$ cat config.mk
export PLATFORM = sky130hd
export DESIGN_NAME = dotproduct_sequencer
export DESIGN_NICKNAME = d
export VERILOG_FILES = /design/src/rtl/dotproduct_sequencer.sv
export SDC_FILE = /design/constraint.sdc
export NUM_CORES = 1
export LEC_CHECK = 0
export CORE_UTILIZATION = 30
export DETAILED_ROUTE_END_ITERATION = 10
export DONT_BUFFER_PORTS = 1
export SLEW_MARGIN = 20
export SYNTH_ARGS = -nofsm -noshare
export SYNTH_HDL_FRONTEND = slang
export SYNTH_SLANG_ARGS = --single-unit
export TNS_END_PERCENT = 20
$ cat constraint.sdc
create_clock -name clk -period 25.6 [get_ports clk]
set_input_delay 1.28 -clock clk [delete_from_list [all_inputs] [get_ports clk]]
set_output_delay 1.28 -clock clk [all_outputs]
set_load 0.02 [all_outputs]
$ cat src/rtl/dotproduct_sequencer.sv
// Streaming front end for the combinational DotProduct core: packs (x, w) pairs into
// N-lane vectors, registers the signed result and offers it on a valid/ready port.
`ifndef N
`define N 4
`endif
`ifndef DATA_WIDTH
`define DATA_WIDTH 8
`endif
`ifndef ACC_WIDTH
`define ACC_WIDTH 32
`endif

module DotProduct #(
  parameter int N          = `N,
  parameter int DATA_WIDTH = `DATA_WIDTH,
  parameter int ACC_WIDTH  = `ACC_WIDTH
) (
  input  logic [N*DATA_WIDTH-1:0] x,
  input  logic [N*DATA_WIDTH-1:0] w,
  output logic [ACC_WIDTH-1:0]    dp
);
  always_comb begin
    logic signed [ACC_WIDTH-1:0]    acc;
    logic signed [2*DATA_WIDTH-1:0] prod;
    acc  = '0;
    prod = '0;
    for (int i = 0; i < N; i++) begin
      prod = $signed(x[i*DATA_WIDTH +: DATA_WIDTH]) * $signed(w[i*DATA_WIDTH +: DATA_WIDTH]);
      acc  = acc + ACC_WIDTH'(prod);
    end
    dp = acc;
  end
endmodule

// state   | meaning
// LOAD    | accepting pairs into lane idx
// COMPUTE | capturing dp_comb into res (one cycle)
// OUT     | presenting res until out_ready
module dotproduct_sequencer #(
  parameter int N          = `N,
  parameter int DATA_WIDTH = `DATA_WIDTH,
  parameter int ACC_WIDTH  = `ACC_WIDTH
) (
  input  logic                  clk,
  input  logic                  rst_n,
  input  logic                  in_valid,
  output logic                  in_ready,
  input  logic [DATA_WIDTH-1:0] in_x,
  input  logic [DATA_WIDTH-1:0] in_w,
  output logic                  out_valid,
  input  logic                  out_ready,
  output logic [ACC_WIDTH-1:0]  out_dp,
  output logic                  busy
);
  localparam int IDX_W = $clog2(N);
  localparam int VEC_W = N * DATA_WIDTH;

  typedef enum logic [1:0] {ST_LOAD, ST_COMPUTE, ST_OUT} state_t;

  state_t             state_q, state_d;
  logic [IDX_W-1:0]   idx_q, idx_d;
  logic [VEC_W-1:0]   x_vec_q, x_vec_d;
  logic [VEC_W-1:0]   w_vec_q, w_vec_d;
  logic [ACC_WIDTH-1:0] res_q, res_d;
  logic [ACC_WIDTH-1:0] dp_comb;
  logic               accept;

  DotProduct #(
    .N          (N),
    .DATA_WIDTH (DATA_WIDTH),
    .ACC_WIDTH  (ACC_WIDTH)
  ) u_dot (
    .x  (x_vec_q),
    .w  (w_vec_q),
    .dp (dp_comb)
  );

  always_ff @(posedge clk or negedge rst_n) begin
    if (!rst_n) begin
      state_q <= ST_LOAD;
      idx_q   <= '0;
      x_vec_q <= '0;
      w_vec_q <= '0;
      res_q   <= '0;
    end else begin
      state_q <= state_d;
      idx_q   <= idx_d;
      x_vec_q <= x_vec_d;
      w_vec_q <= w_vec_d;
      res_q   <= res_d;
    end
  end

  assign accept = in_valid && (state_q == ST_LOAD);

  always_comb begin
    state_d = state_q;
    idx_d   = idx_q;
    x_vec_d = x_vec_q;
    w_vec_d = w_vec_q;
    res_d   = res_q;
    unique case (state_q)
      ST_LOAD: begin
        if (accept) begin
          x_vec_d[idx_q*DATA_WIDTH +: DATA_WIDTH] = in_x;
          w_vec_d[idx_q*DATA_WIDTH +: DATA_WIDTH] = in_w;
          // Explicit wrap keeps non-power-of-two N correct.
          if (idx_q == IDX_W'(N-1)) begin
            idx_d   = '0;
            state_d = ST_COMPUTE;
          end else begin
            idx_d = idx_q + IDX_W'(1);
          end
        end
      end
      ST_COMPUTE: begin
        res_d   = dp_comb;
        state_d = ST_OUT;
      end
      ST_OUT: begin
        if (out_ready) state_d = ST_LOAD;
      end
      default: state_d = ST_LOAD;
    endcase
  end

  always_comb begin
    in_ready  = (state_q == ST_LOAD);
    out_valid = (state_q == ST_OUT);
    out_dp    = res_q;
    busy      = (state_q != ST_LOAD) || (idx_q != '0);
  end
endmodule

# --- Word-level counts from Yosys, hierarchy flattened ---
# Cells that the tools add are included.
op_classes:
  addsub: 5
  shifts: 3
  eq_ne: 6
  reduce_logical: 7
  n_mux: 7
  n_mul: 4
ops:
  columns: ["op", "count"]
  rows:
  - ["$shiftx 8x34->32", 2]
  - ["$bwmux 32", 2]
  - ["$mul 8x8->16", 4]
  - ["$neg 5->34", 1]
  - ["$shift 8x34->32 const A", 1]
  - ["$add 32x16->32", 1]
  - ["$add 17x16->18", 1]
  - ["$add 16x16->17", 1]
  - ["$mux 2", 4]
  - ["$ne 2x1->1 const B", 3]
  - ["$pmux 2 s3", 1]
  - ["$eq 2x2->1 const B", 2]
  - ["$reduce_bool 2->1", 2]
  - ["$reduce_and 3->1", 1]
  - ["$add 2x1->2 const B", 1]
  - ["$eq 2x1->1 const B", 1]
  - ["$logic_not 2->1", 1]
  - ["$reduce_and 2->1", 1]
  - ["$logic_and 1x1->1", 1]
  - ["$logic_or 1x1->1", 1]
totals:
  out_inout_bits: 35
  regBits: 100
  wordCells: 37

# --- Longest topological paths before layout ---
logic_depth:
  depth_word: 4
  mapped_depth: 38
  depth_no_buf: 37

# --- Hierarchy ---
# A second synthesis with hierarchy kept.
unflattened:
  cells_unflattened: 1493
  hier_area_um2: 15179.6
modules_own_cells:
  columns: ["module", "area_per_inst_um2", "seq_area_each_um2", "instances", "cells_per_inst"]
  rows:
  - ["DotProduct", 11212.0, 0.0, 1, 1152]
  - ["dotproduct_sequencer", 3967.6, 2502.4, 1, 341]

# --- Worst setup path after synthesis ---
# No wires, ideal clock.
synth_timing:
  path_kind: "reg-to-reg"
  from: "register x_vec_q[15]"
  to: "register res_q[18] (netlist: out_dp[18])"
  setup_ps: 129
  t_required_ps: 25471
  period_less_slack_ps: 9703
  stages_incl_launch_ff: 33
  setup_slack_ps: 15897
  arrival_ps: 9574
  path_buffers: 1
  path_cell_list: "dfrtp_1 -> clkbuf_1 -> and2_1 -> inv_1 -> fa_1 -> fa_1 -> inv_1 -> fa_1 -> fa_1 -> fa_1 -> fa_1 -> inv_1 -> fa_1 -> inv_1 -> ha_1 -> o21a_1 -> o21ai_0 -> nor3_1 -> o21ai_0 -> xor2_1 -> fa_1 -> fa_1 -> fa_1 -> inv_1 -> fa_1 -> ha_1 -> ha_1 -> a21oi_1 -> o21ai_0 -> or4_1 -> o21ai_1 -> xnor2_1 -> o21ai_1"
synth_via:
  elab_chain_cells: 4
synth_rtl:
  columns: ["item", "line", "source"]
  rows:
  - ["start, declared", "62", "logic [VEC_W-1:0] x_vec_q, x_vec_d;"]
  - ["start signal, assigned", "88", "x_vec_q <= x_vec_d;"]
  - ["$mul 8x8->16", "28", "prod = $signed(x[i*DATA_WIDTH +: DATA_WIDTH]) * $signed(w[i*DATA_WIDTH +: DATA_WIDTH]);"]
  - ["$add 16x16->17", "29", "acc = acc + ACC_WIDTH'(prod);"]
  - ["$add 17x16->18", "29", null]
  - ["$add 32x16->32", "29", null]
  - ["end signal, assigned", "90", "res_q <= res_d;"]
  - ["end, declared", "64", "logic [ACC_WIDTH-1:0] res_q, res_d;"]
# No other way between the ends.
# A chain may end at the register's enable or synchronous reset.

# --- Final worst setup path ---
layout_timing:
  from: "register w_vec_q[5]"
  to: "register res_q[25] (netlist: out_dp[25])"
layout_via:
  elab_chain_cells: 4
layout_rtl:
  columns: ["item", "line", "source"]
  rows:
  - ["start, declared", "63", "logic [VEC_W-1:0] w_vec_q, w_vec_d;"]
  - ["start signal, assigned", "89", "w_vec_q <= w_vec_d;"]
  - ["$mul 8x8->16", "28", null]
  - ["$add 16x16->17", "29", null]
  - ["$add 17x16->18", "29", null]
  - ["$add 32x16->32", "29", null]
# No other way between the ends.

==> flow_summary.json <==
{
  "drt_iter0_markers": 434,
  "async_flop_share": 1.000,
  "r2r-end": "out_dp[25]",
  "max_freq_mhz": 93.89,
  "routed_wl_um": 35840,
  "ys_seq_area_frac": 0.1574,
  "clkLatencyLatePin_ns": 0.39,
  "cts_max_level": 3,
  "slowest_delay_ns": 0.61,
  "clock_path_buffers": 2,
  "yosys_warnings": 0,
  "via_per_inst": 4.545,
  "setup_viol": 0,
  "cp_data_required_time_ns": 25.87,
  "tns_ns": 0,
  "critical_path_class": "reg2reg",
  "first_global_vias": 11600,
  "postCtsSetupBuffers": 0,
  "slew_headroom": 0.2880,
  "drive_above_1_share": 0.01859,
  "ctsHoldBuffers": 0,
  "synth_area_leaders": "fa_1 41%, dfrtp_1 16%, ha_1 10%, inv_1 8.9%, nand2_1 6.5%",
  "synth_top_area_share": 0.4054,
  "min_path_type": "reg2reg",
  "worstSetupStartpointType": "flip-flop",
  "drt_pre_antenna_iters": 4,
  "root_buffer": "clkbuf_16",
  "synth_area_per_cell_um2": 9.330,
  "coreArea_um2": 52450,
  "slowest_stage": "fa_1",
  "via_count": 10710,
  "antenna_found_initial": 0,
  "worst_ep_arrival_time_ns": 10.92,
  "ys_types": 48,
  "netlist_top_cells_count": "379 x inv_1, 322 x fa_1, 274 x nand2_1",
  "synth_top_area_cell": "fa_1",
  "reg2reg_slack_ns": 14.95,
  "cap_violations": 0,
  "crit_start": "w_vec_q[5]",
  "clk_pin_slew_ns": 0.09,
  "die_h_um": 232.2,
  "die_area_um2": 53920,
  "ant_nets": 0,
  "start_util": 0.3032,
  "worstPathMaxFanout": 9,
  "hold_viol_final": 0,
  "area_growth_pct": 6.217,
  "cts_tree": "built",
  "synthCells": 1704,
  "synthFlopType": "dfrtp_1",
  "track_usage": 0.1436,
  "crit_end": "out_dp[25]",
  "nNetsFinal": 2133,
  "die_width_um": 232.2,
  "place.port_buffers": 0,
  "path_common_cell": "fa_1",
  "fin_crit_sh": 0.4160,
  "period_minus_slack_ns": 10.65,
  "setup_slack_ns": 14.95,
  "grt_overflow_total": 0,
  "cts_sinks": 100,
  "dpl.hpwl_um": 30480,
  "grt_first_pass_wirelength_um": 60880,
  "num_rows": 84,
  "skew_ns": 0.01349,
  "synth-edff-count": 0,
  "ys_ff_latch": 100,
  "syn_area_um2": 15900,
  "crit_path_end_kind": "flip-flop",
  "drc_errors": 0,
  "fill_cells": 5331,
  "r2r_cells": 33,
  "status": "complete, no violations",
  "grt_max_degree": 101,
  "post_cts_resized": 0,
  "synth_fp_nets": 2174,
  "yosysMostFrequentCell": "inv_1",
  "worst_slew_pin_slew_ns": 1.063,
  "wl_per_cell_um": 15.21,
  "r2r_start": "w_vec_q[5]",
  "routabilityCongestion": 0.8847,
  "drv_slew": 0,
  "cts_buffers": 9,
  "antennaDiodeCount": 0,
  "io_pins": 55,
  "rsz0062_at_grt": "no",
  "place_ws_ns": 14.99
}
## state kept, by name, indices dropped and copies added (netlist names)
name and cells:
w_vec_q 32, x_vec_q 32, idx_q 2, state_q 2, out_dp 32
## kinds of logic after synthesis
kind of cell,synth area share
mux,0.0007082
fa+ha+maj,0.5062
simple gates,0.1528
xor+xnor,0.01873
compound gates,0.06123
buf+inv,0.1030
flops,0.1574
## per-stage QoR
step / utilization / area [um^2] / cells / hold WS (ns)
2_1_floorplan: - / 15900 / 1704 / 0.4801
3_3_place_gp: 0.3162 / 16580 / 2340 / 0.4992
3_5_place_dp: 0.3162 / 16580 / 2340 / 0.5145
4_1_cts: 0.3220 / 16880 / 2356 / 0.5338
5_1_grt: 0.3220 / 16890 / 2356 / 0.5580
6_report: 0.3220 / 16890 / 2356 / 0.5411
## worst min path at each step
stage	start	to	slack (ns)	depth (start not counted)
after CTS	w_vec_q[23]	w_vec_q[23]	0.53	2
after global routing	rst_n	out_dp[18]	0.56	0
after global placement	w_vec_q[23]	w_vec_q[23]	0.50	2
after floorplan	w_vec_q[23]	w_vec_q[23]	0.48	2
after detailed placement	w_vec_q[23]	w_vec_q[23]	0.51	2
final	w_vec_q[23]	w_vec_q[23]	0.54	2
## routing by layer
layer	up-vias	track usage	share of wire
li1	4980	-	-
met1	5529	0.1829	0.42
met2	148	0.2451	0.51
met3	52	0.02235	0.036
met4	0	0.05140	0.031
met5	-	0	0
## layout by cell type (no fill, tap or decap), types with 3 or more instances in the layout
cell type | Yosys | final
o21bai_1 | 3 | 3
inv_1 | 379 | 379
and2_1 | 131 | 131
nor2_1 | 54 | 54
xnor2_1 | 23 | 23
o21ai_1 | 4 | 4
o211ai_1 | 3 | 3
o31a_1 | 3 | 3
nor3_1 | 13 | 12
o21ai_0 | 94 | 94
dfrtp_1 | 100 | 100
nand2b_1 | 21 | 21
a21o_1 | 7 | 7
nor2b_1 | 6 | 6
nand3_1 | 4 | 4
o21a_1 | 7 | 7
o31ai_1 | 7 | 7
clkbuf_16 | 0 | 9
a21oi_1 | 23 | 23
xor2_1 | 11 | 11
buf_4 | 0 | 4
fa_1 | 322 | 322
inv_8 | 0 | 3
nand2_1 | 274 | 273
nor3b_2 | 3 | 3
ha_1 | 128 | 128
## critical path, delay by kind of cell, from the launching register on
| kind | cells | cell delay [ns] |
|---|---|---|
| compound gates | 7 | 1.98 |
| xor+xnor | 1 | 0.17 |
| fa+ha+maj | 14 | 6.78 |
| buf+inv | 6 | 0.35 |
| flops | 1 | 0.58 |
| simple gates | 5 | 0.64 |
## cell type report
type / instances / area [um^2] / share of cell area
clock buffers: 9 / 225.2 / 0.01334
well taps: 688 / 860.8 / 0.05097
flip-flops and latches: 100 / 2502 / 0.1482
inverters: 380 / 1426 / 0.08446
clock inverters: 7 / 76.32 / 0.004520
repair buffers: 4 / 30.03 / 0.001778
multi-input cells: 1168 / 11770 / 0.6968
Power is left out: the tool's default activity adds up to more than one toggle a clock period on the data nets, which glitch-free logic cannot reach.
